### config.mk
export PLATFORM = sky130hd
export DESIGN_NAME = prep3_fsm_param
export DESIGN_NICKNAME = d
export VERILOG_FILES = /design/src/rtl/prep3_pkg.sv /design/src/rtl/prep3_dwell_cnt.sv /design/src/rtl/prep3_fsm_param.sv
export SDC_FILE = /design/constraint.sdc
export NUM_CORES = 1
export LEC_CHECK = 0
export ABC_AREA = 1
export BUFFER_PORTS_ARGS = -buffer_cell sky130_fd_sc_hd__buf_2
export CORE_MARGIN = 2
export CORE_UTILIZATION = 53
export CTS_BUF_LIST = sky130_fd_sc_hd__clkbuf_4 sky130_fd_sc_hd__clkbuf_8
export DETAILED_ROUTE_END_ITERATION = 12
export GPL_TIMING_DRIVEN = 0
export PLACE_DENSITY_LB_ADDON = 0.12
export SYNTH_ARGS = -nofsm -noshare
export SYNTH_HDL_FRONTEND = slang
export SYNTH_SLANG_ARGS = --single-unit
### constraint.sdc
create_clock -name CLK -period 3.05 [get_ports CLK]
set_clock_uncertainty 0.05 [all_clocks]
set_input_delay 0.1525 -clock CLK [delete_from_list [all_inputs] [get_ports CLK]]
set_output_delay 0.1525 -clock CLK [all_outputs]
set_load 0.05 [all_outputs]
### src/rtl/prep3_pkg.sv
// prep3_pkg: shared state indices, one-hot state type, 8-bit output codes
// and a constant clog2 helper for the PREP3 command-sequence decoder.
package prep3_pkg;

  // Bit positions of each state inside the one-hot STATE vector
  localparam int S_START = 0;
  localparam int S_SA    = 1;
  localparam int S_SB    = 2;
  localparam int S_SC    = 3;
  localparam int S_SD    = 4;
  localparam int S_SE    = 5;
  localparam int S_SF    = 6;
  localparam int S_SG    = 7;

  typedef enum logic [7:0] {
    ST_START = 8'h01 << S_START,
    ST_SA    = 8'h01 << S_SA,
    ST_SB    = 8'h01 << S_SB,
    ST_SC    = 8'h01 << S_SC,
    ST_SD    = 8'h01 << S_SD,
    ST_SE    = 8'h01 << S_SE,
    ST_SF    = 8'h01 << S_SF,
    ST_SG    = 8'h01 << S_SG
  } state_t;

  // Mealy output codes, named by value
  localparam logic [7:0] OC_00 = 8'h00;
  localparam logic [7:0] OC_01 = 8'h01;
  localparam logic [7:0] OC_02 = 8'h02;
  localparam logic [7:0] OC_04 = 8'h04;
  localparam logic [7:0] OC_08 = 8'h08;
  localparam logic [7:0] OC_11 = 8'h11;
  localparam logic [7:0] OC_20 = 8'h20;
  localparam logic [7:0] OC_30 = 8'h30;
  localparam logic [7:0] OC_40 = 8'h40;
  localparam logic [7:0] OC_80 = 8'h80;
  localparam logic [7:0] OC_82 = 8'h82;

  // Smallest r with 2**r >= v (at least 1 so it can size a vector)
  function automatic int clog2(input int v);
    int r;
    r = 1;
    for (int i = 1; i < 31; i++) begin
      if ((1 << r) < v) r = i + 1;
    end
    return r;
  endfunction

endpackage

### src/rtl/prep3_dwell_cnt.sv
// prep3_dwell_cnt: counts consecutive valid "stay" beats spent in SA and
// flags the beat that reaches LIMIT. Cleared on any other valid beat.
module prep3_dwell_cnt
  import prep3_pkg::*;
#(
  parameter int LIMIT = 1,
  parameter int W     = clog2(LIMIT + 1)
) (
  input  logic CLK,
  input  logic RST,
  input  logic stay,   // valid beat in SA with no key match
  input  logic clr,    // valid beat that is not a stay (entry/exit/other)
  output logic tc      // this stay beat is the LIMIT-th in a row
);

  logic [W-1:0] cnt;

  // cnt holds the number of stays already seen, so the LIMIT-th stay sees LIMIT-1
  assign tc = (cnt == W'(LIMIT - 1));

  // Count stays; a terminal stay exits SA, so it clears like any exit
  always_ff @(posedge CLK or posedge RST) begin
    if (RST)                   cnt <= '0;
    else if (clr || (stay && tc)) cnt <= '0;
    else if (stay)             cnt <= cnt + 1'b1;
  end

endmodule

### src/rtl/prep3_fsm_param.sv
// prep3_fsm_param: parametrised PREP3 key-driven 8-state controller.
// Advances only on IN_VALID beats, optional SA dwell timeout (SA_TIMEOUT>0),
// optional completed-sequence counter under macro PREP3_SEQ_CNT_EN.
module prep3_fsm_param
  import prep3_pkg::*;
#(
  parameter int         WIDTH      = 8,
  parameter logic [7:0] KEY_GO     = 8'h3c,
  parameter logic [7:0] KEY_C      = 8'h2a,
  parameter logic [7:0] KEY_B      = 8'h1f,
  parameter logic [7:0] KEY_E      = 8'haa,
  parameter int         SA_TIMEOUT = 0,
  parameter int         CNT_W      = 16
) (
  input  logic             CLK,
  input  logic             RST,
  input  logic             IN_VALID,
  input  logic [WIDTH-1:0] IN,
  output logic [WIDTH-1:0] OUT,
  output logic             OUT_VALID,
  output logic [7:0]       STATE,
  output logic             TIMEOUT_PULSE,
  output logic [CNT_W-1:0] SEQ_CNT
);

  if (WIDTH < 8) begin : g_bad_width
    $error("prep3_fsm_param: WIDTH must be 8 or more");
  end

  state_t     state_q, state_d;
  logic [7:0] code_q, code_d;
  logic       pulse_q, pulse_d;
  logic       ovalid_q;
  logic       hit_go, hit_c, hit_b, hit_e;
  logic       sa_stay, dwell_tc;

  // Full-width compare: keys are zero-extended, so upper IN bits must be 0
  assign hit_go = (IN == WIDTH'(KEY_GO));
  assign hit_c  = (IN == WIDTH'(KEY_C));
  assign hit_b  = (IN == WIDTH'(KEY_B));
  assign hit_e  = (IN == WIDTH'(KEY_E));

  assign sa_stay = IN_VALID && (state_q == ST_SA) && !hit_c && !hit_b;

  if (SA_TIMEOUT > 0) begin : g_dwell
    prep3_dwell_cnt #(.LIMIT(SA_TIMEOUT)) u_dwell (
      .CLK  (CLK),
      .RST  (RST),
      .stay (sa_stay),
      .clr  (IN_VALID && !sa_stay),
      .tc   (dwell_tc)
    );
  end else begin : g_no_dwell
    assign dwell_tc = 1'b0;
  end

  // Next state and Mealy code; nothing moves without a valid beat
  always_comb begin
    state_d = state_q;
    code_d  = code_q;
    pulse_d = 1'b0;
    if (IN_VALID) begin
      case (state_q)
        ST_START: begin
          if (hit_go) begin state_d = ST_SA;    code_d = OC_82; end
          else        begin state_d = ST_START; code_d = OC_00; end
        end
        ST_SA: begin
          if (hit_c)         begin state_d = ST_SC;    code_d = OC_40; end
          else if (hit_b)    begin state_d = ST_SB;    code_d = OC_20; end
          else if (dwell_tc) begin state_d = ST_START; code_d = OC_00; pulse_d = 1'b1; end
          else               begin state_d = ST_SA;    code_d = OC_04; end
        end
        ST_SB: begin
          if (hit_e) begin state_d = ST_SE; code_d = OC_11; end
          else       begin state_d = ST_SF; code_d = OC_30; end
        end
        ST_SC:   begin state_d = ST_SD;    code_d = OC_08; end
        ST_SD:   begin state_d = ST_SG;    code_d = OC_80; end
        ST_SE:   begin state_d = ST_START; code_d = OC_40; end
        ST_SF:   begin state_d = ST_SG;    code_d = OC_02; end
        ST_SG:   begin state_d = ST_START; code_d = OC_01; end
        // Non-one-hot encodings fall back to START
        default: begin state_d = ST_START; code_d = OC_00; end
      endcase
    end
  end

  // State and registered outputs
  always_ff @(posedge CLK or posedge RST) begin
    if (RST) begin
      state_q  <= ST_START;
      code_q   <= OC_00;
      pulse_q  <= 1'b0;
      ovalid_q <= 1'b0;
    end else begin
      state_q  <= state_d;
      code_q   <= code_d;
      pulse_q  <= pulse_d;
      ovalid_q <= IN_VALID;
    end
  end

  assign STATE         = state_q;
  assign OUT           = WIDTH'(code_q);
  assign OUT_VALID     = ovalid_q;
  assign TIMEOUT_PULSE = pulse_q;

`ifdef PREP3_SEQ_CNT_EN
  logic [CNT_W-1:0] seq_q;

  // Count only SG->START completions; wraps freely
  always_ff @(posedge CLK or posedge RST) begin
    if (RST)                              seq_q <= '0;
    else if (IN_VALID && state_q == ST_SG) seq_q <= seq_q + 1'b1;
  end

  assign SEQ_CNT = seq_q;
`else
  assign SEQ_CNT = '0;
`endif

endmodule

# == Yosys cells after proc, flatten, opt, wreduce, memory -nomap -nowiden ==
# Cells that the tools add are included.
# word_totals
reg_bits,17
input_bits,11
output_inout_bits,34
elab_cells,26
# op_classes
eq_ne,12
muxes,10
n_reduce_logical,1
# ops
cell,count
$pmux 8 s8,1
$pmux 8 s5,1
$eq 8x6->1 const B,3
$eq 8x5->1 const B,2
$eq 8x8->1 const B,2
$mux 7,2
$mux 6,2
$eq 8x1->1 const B,1
$eq 8x2->1 const B,1
$eq 8x3->1 const B,1
$eq 8x4->1 const B,1
$eq 8x7->1 const B,1
$mux 8,1
$mux 4,1
$mux 3,1
$mux 2,1
$reduce_or 2->1,1

# == Logic depth before layout (Yosys ltp) ==
# Gate-level depths: netlist of run 1.
# logic_depth
word_depth,4
ltp_mapped,9
depth_no_buf,9

# == Worst setup path after synthesis of run 1 ==
# OpenSTA, ideal clock, no wires.
# synth_timing
path_type,reg2reg
start,reg state_q[1] (netlist: STATE[1])
end,reg state_q[0] (netlist: STATE[0])
setup_time_ps,76
arrival_ps,1338
required_ps,2924
path_slack_ps,1586
path_stages_with_launch,10
n_path_buf,0
period_less_slack_ps,1464
cell_sequence,dfrtp_1 inv_1 nor2_1 nand2_1 nor2_4 nor2_1 nand3_2 nand2_1 nand2_1 nand2_1
# synth_between
elab_chain_cells,3
word_cells_on_any_way,8
cone_classes,eq/ne (6); mux (1); reduce/logical (1)
# synth_rtl
item,line,source
start: declaration,prep3_fsm_param.sv:30,"state_t state_q, state_d;"
start signal: assignment,prep3_fsm_param.sv:97,state_q <= state_d;
$eq 8x7->1 / $eq 8x5->1 (equally long branches),prep3_fsm_param.sv:63,case (state_q)
$reduce_or 2->1 (no source line),--,
$pmux 8 s5 *,prep3_fsm_param.sv:63,
# Mark *: on every way between the ends. The rest lies on a longest branch, timed or not.
# A chain may end at the register's enable or synchronous reset.

# == Worst setup path in the final report of run 1 ==
# layout_timing
start,reg state_q[0] (netlist: STATE[0])
end,reg state_q[0] (netlist: STATE[0])
# Same word-level chain as after synthesis.

==> results of run 1 <==
[cell usage in the layout, fill, tap and decap left out, drive strengths merged]
cell type / count
a31oi: 2
buf: 47
clkbuf: 4
conb: 17
dfrtp: 16
dfstp: 1
dlygate4sd3: 2
inv: 8
nand2: 46
nand3: 11
nor2: 21
nor3: 2
o21ai: 12
or2: 2
[power groups by stage]
stage                     Clock, mW  Sequential, mW  Combinational (mW)
after floorplan                   0           0.250               0.103
after CTS                     0.134           0.234               0.137
after detailed placement          0           0.238               0.134
after global placement            0           0.238               0.132
after global routing          0.142           0.235               0.146
final                         0.129           0.234               0.137
[layer usage]
metal	GRT usage, %	wire, microns	vias up
li1	-	-	513
met1	24.85	966	452
met2	33.99	1139	29
met3	3.939	120	2
met4	9.259	21	0
met5	0	0	-
[final cells by class]
cell class,instances,area (sq um),share of cell area (%)
multi-input combinational,113,586.8,41.76
sequential,17,426.7,30.37
timing repair buffer,29,155.1,11.04
buffer,20,142.6,10.15
tap,27,33.78,2.404
clock buffer,4,30.03,2.137
inverter,8,30.03,2.137
[path summary, 6_finish.rpt]
path | endpoint | slack [ns] | cells past startpoint
setup / recovery | STATE[0]$_DFFE_PP1P_ | 1.69 | 8
hold / removal | STATE[5]$_DFFE_PP0P_ | 0.15 | 4
setup reg to reg | STATE[0]$_DFFE_PP1P_ | 1.69 | 8
hold reg to reg | OUT[3]$_DFFE_PP0P_ | 0.43 | 2
max in group asynchronous | STATE[1]$_DFFE_PP0P_ | 2.13 | 3
min in group asynchronous | OUT[0]$_DFFE_PP0P_ | 0.42 | 3
[cell families (layout without fill, tap and decap cells)]
| group | count (synthesis) | count (layout) | share of synthesized area [%] |
|---|---|---|---|
| flops | 17 | 17 | 37.89 |
| simple gates | 82 | 82 | 39.00 |
| other cells | 1 | 17 | 0.3330 |
| compound gates | 14 | 14 | 7.444 |
| buf+inv | 28 | 61 | 15.33 |
[worst min-delay path: cells and delay by family]
family	cells	cell delay (ns)
buf+inv	1	0.09
simple gates	2	0.15
compound gates	1	0.06
[timing repair]
item                      4_1_cts  5_1_grt
hold endpoints to repair       17        0
resized for setup               0        0
hold buffers                    2        0
[cell usage after synthesis]
master | n | area, sq um
nand3_2 | 5 | 50.05
o21ai_0 | 2 | 10.01
conb_1 | 1 | 3.750
nor3_1 | 1 | 5.000
nand2_2 | 1 | 6.260
nor2_1 | 11 | 41.29
o21ai_1 | 7 | 35.03
nor2_4 | 8 | 90.09
dfstp_2 | 1 | 26.28
nand3_1 | 6 | 30.03
nand2_4 | 1 | 11.26
or2_4 | 2 | 17.52
nor2_2 | 2 | 12.51
buf_2 | 3 | 15.01
nor3_2 | 1 | 10.01
nand2_1 | 44 | 165.2
inv_1 | 8 | 30.03
dfrtp_1 | 16 | 400.4
a31oi_1 | 2 | 12.51
o21ai_2 | 3 | 26.28
buf_4 | 17 | 127.6
[sequential cells by signal, indices dropped and copies added (netlist names)]
name       cells
OUT_VALID      1
OUT            8
STATE          8
[per-stage QoR]
stage	area (sq um)	total power [mW]	hold WS [ns]
2_1_floorplan	1186	0.3525	0.02784
3_3_place_gp	1355	0.3702	0.1924
3_5_place_dp	1355	0.3725	0.2033
4_1_cts	1405	0.5040	0.1363
5_1_grt	1405	0.5236	0.1542
6_report	1405	0.5001	0.1471
==> impl_metrics.py, run 1 <==
metrics = {
    "global_routing": {
        "grt_pass1_vias": 908,
        "grt_usage_pct": 20.27,
        "antenna_found_initial": 0,
        "grt_max_degree": 18,
        "grt_pass1_wl_microns": 3884,
        "gr-total-overflow": 0,
    },
    "pwr": {
        "seqPwrFrac_pct": 46.8,
        "p_switching_mw": 0.1722,
        "combPwrFrac_pct": 27.4,
        "swShare_pct": 34.42,
        "leakage_nw": 0.7777,
        "power_frac_clock_pct": 25.8,
        "irDropWorstVdd_mv": 0.2366,
        "p_int_mw": 0.3280,
        "p_per_area_nw_per_um2": 355.9,
    },
    "clocking": {
        "cts_tree": "done",
        "clk_latency_ns": 0.29,
        "clock_sinks": 17,
        "clk_pin_slew_ns": 0.09,
        "cts_root_buffer": "clkbuf_4",
        "numCtsBuffers": 3,
        "clk_path_buf_depth": 2,
        "h-tree-depth": 1,
        "cts_setup_buffers": 0,
    },
    "final_layout": {
        "final_cells": 218,
        "layout-drive-gt1-share_pct": 39.27,
        "final_core_util_pct": 70.90,
        "area_delta_synth_final_pct": 24.78,
        "final_nets": 203,
        "antenna_cells": 0,
        "num-fill-cells": 176,
    },
    "placed_design": {
        "placedCellCount": 212,
        "place_congestion": 0.8479,
        "dp_slack_ns": 1.711,
        "numPortBuffers": 27,
        "dpl.hpwl_microns": 1777,
    },
    "floorplanning": {
        "coreArea_sq_um": 1982,
        "rows": 16,
        "die_h_microns": 50.10,
        "die_area_sq_um": 2510,
        "io_pins": 45,
        "die_x_microns": 50.10,
        "initial_utilization_pct": 56.82,
    },
    "sta": {
        "drv_slew": 0,
        "max_freq_mhz": 736.8,
        "setup-tns-final_ns": 0,
        "setup_violations": 0,
        "min_period_over_period_pct": 44.50,
        "slew_headroom_pct": 59.27,
        "tightestPinTransition_ns": 0.6103,
        "period_needed_ns": 1.357,
        "setup_slack_ns": 1.693,
        "rsz0062_at_grt": "false",
        "timing.final.hold_violations": 0,
    },
    "worst_setup_path": {
        "path_delay_family": "simple AND/OR/NAND/NOR gates",
        "worstPathRequired_ns": 3.24,
        "slowest_delay_ns": 0.58,
        "start_kind": "flip-flop",
        "crit_chain": "nor2_2, nand2_2, nor2_1, nor2_1, nand3_2, nand2_1, nand2_1, nand2_1",
        "crit_slowest_cell": "dfstp_2",
        "path_buf_inv": 0,
        "cp_common_cell": "nand2_1",
        "critPathKind": "flip-flop to flip-flop",
        "cp-end-kind": "flip-flop",
        "crit_path_start": "STATE[0]$_DFFE_PP1P_",
        "cp.arrival_ns": 1.55,
        "r2r-start": "STATE[0]$_DFFE_PP1P_",
        "cp_max_fo": 5,
    },
    "drt": {
        "drt-pass1-iter-count": 4,
        "vias": 996,
        "detail-route-antenna-nets": 0,
        "drt_iter0_drc": 28,
        "drt-total-wl_microns": 2247,
        "wl_per_cell_microns": 10.31,
        "post-route-drc-count": 0,
        "vias_per_cell": 4.569,
    },
    "run_status": {
        "status": "finished, final reports clean",
    },
    "logic_synthesis": {
        "syn_avg_cell_area_sq_um": 7.930,
        "synth_area_sq_um": 1126,
        "synthCells": 142,
        "synth.yosys.seq_area_share_pct": 37.89,
        "yosys_warnings": 0,
        "ys_seq_elements": 17,
        "ys_types": 21,
    },
    "hold_path": {
        "hold_class": "input pin to flip-flop",
        "hp-start": "IN[2]",
    },
    "job": {
        "maxCapViolCount": 0,
    },
}
(Power assumes the default switching activity.)
==> inputs of run 2 (changes only) <==
Settings changed: CORE_UTILIZATION 53 to 45.
Clock period 3.05 ns to 1.17 ns, I/O delays scaled along.
==> impl_metrics.py, run 2 (synthesized netlist as in run 1, its figures left out) <==
metrics = {
    "global_routing": {
        "grt_pass1_vias": 906,
        "grt_max_degree": 18,
        "antenna_found_initial": 0,
        "grt_pass1_wl_microns": 3836,
        "gr-total-overflow": 0,
        "grt_usage_pct": 18.33,
    },
    "sta": {
        "tightestPinTransition_ns": 0.6505,
        "min_period_over_period_pct": 114.9,
        "setup_slack_ns": -0.1738,
        "timing.final.hold_violations": 1,
        "setup_violations": 17,
        "period_needed_ns": 1.344,
        "drv_slew": 0,
        "slew_headroom_pct": 56.59,
        "rsz0062_at_grt": "true",
        "holdWs_ns": -0.1791,
        "max_freq_mhz": 744.1,
    },
    "worst_setup_path": {
        "rrSetupSlack_ns": -0.17,
        "reg2reg_to": "STATE[1]$_DFFE_PP0P_",
        "slowest_delay_ns": 0.68,
        "cp-end-kind": "flip-flop",
        "cp_max_fo": 5,
        "crit_path_start": "STATE[0]$_DFFE_PP1P_",
        "crit_chain": "nand3_4, nor2_4, nand3_1, nand2_1, nand2_1, o21ai_2",
        "reg2regPathDepth": 6,
        "crit_slowest_cell": "dfstp_4",
        "cp.arrival_ns": 1.52,
        "critPathKind": "flip-flop to flip-flop",
        "worstPathRequired_ns": 1.35,
        "cp_common_cell": "nand2_1",
        "r2r-start": "STATE[0]$_DFFE_PP1P_",
        "critPathCapture": "STATE[1]$_DFFE_PP0P_",
        "start_kind": "flip-flop",
    },
    "job": {
        "maxCapViolCount": 0,
    },
    "floorplanning": {
        "die_h_microns": 54.03,
        "die_area_sq_um": 2919,
        "initial_utilization_pct": 46.30,
        "rows": 18,
        "coreArea_sq_um": 2432,
        "die_x_microns": 54.03,
        "io_pins": 45,
    },
    "final_layout": {
        "area_delta_synth_final_pct": 40.56,
        "mostFrequentLayoutCell": "nand2_1",
        "antenna_cells": 0,
        "final_nets": 210,
        "final_cells": 228,
        "num-fill-cells": 216,
        "layout_common_cells": "nand2_1, buf_2, buf_4, conb_1, nor2_4",
        "layout-drive-gt1-share_pct": 52.02,
    },
    "placed_design": {
        "dpl.hpwl_microns": 1774,
        "numPortBuffers": 27,
        "dp_slack_ns": -0.1567,
        "place_congestion": 0.8669,
        "placedCellCount": 215,
    },
    "run_status": {
        "status": "complete, but fails checks",
        "violations": "negative hold slack, negative setup slack",
    },
    "drt": {
        "drt_iter0_drc": 12,
        "detail-route-antenna-nets": 0,
        "wl_per_cell_microns": 10.40,
        "vias_per_cell": 4.430,
        "drt-pass1-iter-count": 4,
        "drt-total-wl_microns": 2372,
        "post-route-drc-count": 0,
        "vias": 1010,
    },
    "hold_path": {
        "hold_class": "input pin to flip-flop",
    },
    "clocking": {
        "h-tree-depth": 1,
        "clock_sinks": 17,
        "cts_root_buffer": "clkbuf_4",
        "clk_path_buf_depth": 2,
        "holdBufCountCts": 1,
        "numCtsBuffers": 3,
        "clk_latency_ns": 0.30,
        "cts_tree": "done",
        "clk_pin_slew_ns": 0.11,
    },
    "pwr": {
        "irDropWorstVdd_mv": 0.7331,
        "p_per_area_nw_per_um2": 865.6,
        "leakage_nw": 0.8238,
    },
}
-- run 2: cell types whose count changed in the layout (fill, tap and decap cells not counted), moves of 2 or more --
| cell | delta |
|---|---|
| dfrtp_1 | -7 |
| dfrtp_2 | +7 |
| nor2_1 | -7 |
| buf_4 | +6 |
| nor2_4 | +5 |
| buf_6 | +4 |
| buf_2 | -3 |
| a31oi_1 | -2 |
| a31oi_2 | +2 |
| nand3_1 | -2 |
| nor2_2 | +2 |
| o21ai_0 | -2 |
-- run 2: layout make-up --
| class | instances | area (sq um) | share of cell area [%] |
|---|---|---|---|
| buffer | 20 | 142.6 | 9.012 |
| clock buffer | 3 | 22.52 | 1.423 |
| clock inverter | 1 | 5.005 | 0.3162 |
| inverter | 8 | 30.03 | 1.897 |
| multi-input combinational | 113 | 670.6 | 42.37 |
| sequential | 17 | 439.2 | 27.75 |
| tap | 30 | 37.54 | 2.372 |
| timing repair buffer | 36 | 235.2 | 14.86 |
-- run 2: worst min-delay path by stage --
stage / startpoint / end / slack, ns / depth (start not counted)
floorplan: RST / OUT[0]$_DFFE_PP0P_ / -0.07 / 1
global placement: RST / OUT_VALID$_DFF_PP0_ / 0.11 / 2
detailed placement: RST / OUT[7]$_DFFE_PP0P_ / 0.14 / 2
CTS: IN_VALID / OUT_VALID$_DFF_PP0_ / -0.18 / 1
global route: IN_VALID / OUT_VALID$_DFF_PP0_ / -0.19 / 1
finish: IN_VALID / OUT_VALID$_DFF_PP0_ / -0.18 / 1
-- run 2: per-stage QoR --
step | instance area [sq um] | power (mW) | hold slack [ns] | TNS, ns | utilization (%)
finish | 1583 | 1.370 | -0.1791 | -1.914 | 65.07
global route | 1583 | 1.440 | -0.1886 | -3.287 | 65.07
CTS | 1529 | 1.368 | -0.1791 | -1.793 | 62.86
detailed placement | 1396 | 0.9895 | 0.1353 | -1.283 | 57.41
global placement | 1396 | 0.9839 | 0.1134 | -1.119 | 57.41
floorplan | 1224 | 0.9347 | -0.06665 | -1.714 | -
-- run 2: report_power, final --
group	switching [mW]	internal, mW	total [mW]
logic	0.283	0.140	0.422
registers	0.0156	0.605	0.620
clock network	0.200	0.127	0.328
-- run 2: critical path, delay by kind of cell, from the launching register on --
kind,cells,cell delay (ns)
AO/OA/AOI/OAI,1,0.06
flip-flops,1,0.68
AND/OR/NAND/NOR,5,0.49
-- run 2: repair_timing --
item                                    CTS  global route
hold endpoints to repair                 17             1
buffers inserted                          6             2
endpoints found under the setup margin   15            19
pin swaps                                18             6
gates resized for setup                  14             9
-- run 2: routing by layer --
layer | routed length [microns] | global-route usage, %
met2 | 1201 | 29.07
met5 | 0 | 0
met4 | 19 | 7.500
met1 | 1053 | 24.32
met3 | 97 | 3.611
==> inputs of run 3 (changes only) <==
Clock period 1.17 ns to 1.2 ns, I/O delays scaled along.
==> impl_metrics.py, run 3 (synthesized netlist as in run 1, its figures left out) <==
metrics = {
    "global_routing": {
        "grt_max_degree": 18,
        "gr-total-overflow": 0,
        "antenna_found_initial": 0,
        "grt_pass1_wl_microns": 3781,
        "grt_pass1_vias": 885,
        "grt_usage_pct": 17.97,
    },
    "hold_path": {
        "hold_class": "input pin to flip-flop",
    },
    "drt": {
        "vias": 1041,
        "detail-route-antenna-nets": 0,
        "drt_iter0_drc": 17,
        "vias_per_cell": 4.606,
        "post-route-drc-count": 0,
        "wl_per_cell_microns": 11.20,
        "drt-total-wl_microns": 2532,
        "drt-pass1-iter-count": 5,
    },
    "worst_setup_path": {
        "critPathCapture": "STATE[1]$_DFFE_PP0P_",
        "reg2reg_to": "STATE[1]$_DFFE_PP0P_",
        "worstPathRequired_ns": 1.38,
        "crit_cells": 7,
        "path_buf_inv": 0,
        "cp.arrival_ns": 1.54,
        "cp_max_fo": 5,
        "rrSetupSlack_ns": -0.16,
        "crit_path_start": "STATE[2]$_DFFE_PP0P_",
        "path_delay_family": "simple AND/OR/NAND/NOR gates",
        "start_kind": "flip-flop",
        "slowest_delay_ns": 0.47,
        "reg2regPathDepth": 7,
        "crit_chain": "nor2_4, nand2_2, nor2_4, nand3_2, nand2_1, nand2_1, o21ai_2",
        "r2r-start": "STATE[2]$_DFFE_PP0P_",
        "crit_slowest_cell": "dfrtp_2",
        "critPathKind": "flip-flop to flip-flop",
        "cp-end-kind": "flip-flop",
    },
    "floorplanning": {
        "coreArea_sq_um": 2432,
        "die_h_microns": 54.03,
        "die_area_sq_um": 2919,
        "initial_utilization_pct": 46.30,
        "rows": 18,
        "die_x_microns": 54.03,
        "io_pins": 45,
    },
    "clocking": {
        "cts_tree": "done",
        "cts_root_buffer": "clkbuf_4",
        "holdBufCountCts": 1,
        "numCtsBuffers": 3,
        "clk_pin_slew_ns": 0.10,
        "clk_latency_ns": 0.29,
        "clk_path_buf_depth": 2,
        "clock_sinks": 17,
        "h-tree-depth": 1,
    },
    "final_layout": {
        "layout-drive-gt1-share_pct": 50.51,
        "final_core_util_pct": 63.84,
        "final_nets": 208,
        "num-fill-cells": 214,
        "area_delta_synth_final_pct": 37.89,
        "multi_input_area_sq_um": 663.1,
        "mostFrequentLayoutCell": "nand2_1",
        "antenna_cells": 0,
        "seq_area_sq_um": 439.2,
        "layout_common_cells": "nand2_1, buf_2, buf_4, conb_1, nor2_4",
    },
    "sta": {
        "period_needed_ns": 1.357,
        "slew_headroom_pct": 56.03,
        "rsz0062_at_grt": "true",
        "timing.final.hold_violations": 1,
        "tightestPinTransition_ns": 0.6588,
        "max_freq_mhz": 737.0,
        "holdWs_ns": -0.1758,
        "setup_violations": 14,
        "setup_slack_ns": -0.1568,
        "min_period_over_period_pct": 113.1,
        "drv_slew": 0,
    },
    "pwr": {
        "p_per_area_nw_per_um2": 863.4,
        "finalPower_mw": 1.341,
        "irDropWorstVdd_mv": 0.8849,
        "leakage_nw": 0.8052,
    },
    "placed_design": {
        "dpl.hpwl_microns": 1776,
        "numPortBuffers": 27,
        "place_congestion": 0.8467,
    },
    "run_status": {
        "violations": "negative hold slack, negative setup slack",
        "status": "complete, but fails checks",
    },
    "job": {
        "maxCapViolCount": 0,
    },
}
[run 3: cell count changes in the layout (fill, tap and decap cells not counted), sizes merged]
cell / change
clkinv: -1
buf: -2
clkinvlp: +1
[run 3: worst reg2reg max path, delay by kind of cell, from the launching register on]
family	cells	cell delay (ns)
AOI/OAI and AO/OA	1	0.06
DFF	1	0.47
and+or+nand+nor	6	0.72
[run 3: cell type report]
cell class              count  share of cell area (%)
clock buffers               3                   1.450
inverters                   8                   1.934
well taps                  30                   2.417
plain buffers              20                   9.186
clock inverters             1                  0.4835
multi-input cells         113                   42.71
flip-flops and latches     17                   28.28
repair buffers             34                   13.54
[run 3: where the power goes]
group / total [mW] / switching, mW / internal, mW
registers: 0.602 / 0.0128 / 0.589
clock network: 0.320 / 0.193 / 0.127
logic: 0.419 / 0.278 / 0.141
[run 3: how the worst min path moves through the flow]
stage	end	start	cells past startpoint	slack [ns]
finish	OUT_VALID$_DFF_PP0_	IN_VALID	1	-0.18
global route	OUT_VALID$_DFF_PP0_	IN_VALID	1	-0.19
CTS	OUT_VALID$_DFF_PP0_	IN_VALID	1	-0.18
detailed placement	OUT_VALID$_DFF_PP0_	RST	2	0.14
global placement	OUT_VALID$_DFF_PP0_	RST	2	0.12
floorplan	OUT[0]$_DFFE_PP0P_	RST	1	-0.07
[run 3: per-layer routing]
layer	up-vias	track usage (%)	share of wire [%]
met3	6	5.278	4.9
li1	523	-	-
met4	0	2.500	1.1
met2	27	30.69	51
met5	-	0	0
met1	485	22.93	42
[run 3: repair_timing]
action | 4_1_cts | 5_1_grt
setup endpoints to repair | 15 | 18
resized for setup | 6 | 11
hold endpoints to repair | 17 | 1
setup buffers | 5 | 1
pin swaps | 6 | 4
gates cloned | 0 | 0
[run 3: through the flow]
stage | setup slack [ns] | cell area (sq um) | instances | TNS (ns) | hold slack [ns]
final | -0.1568 | 1553 | 226 | -1.527 | -0.1758
after global routing | -0.2306 | 1553 | 226 | -2.488 | -0.1875
after CTS | -0.1228 | 1495 | 225 | -1.166 | -0.1783
after detailed placement | -0.1141 | 1396 | 215 | -0.8098 | 0.1376
after global placement | -0.1190 | 1396 | 215 | -0.7299 | 0.1153
after floorplan | -0.1530 | 1224 | 158 | -1.280 | -0.06515
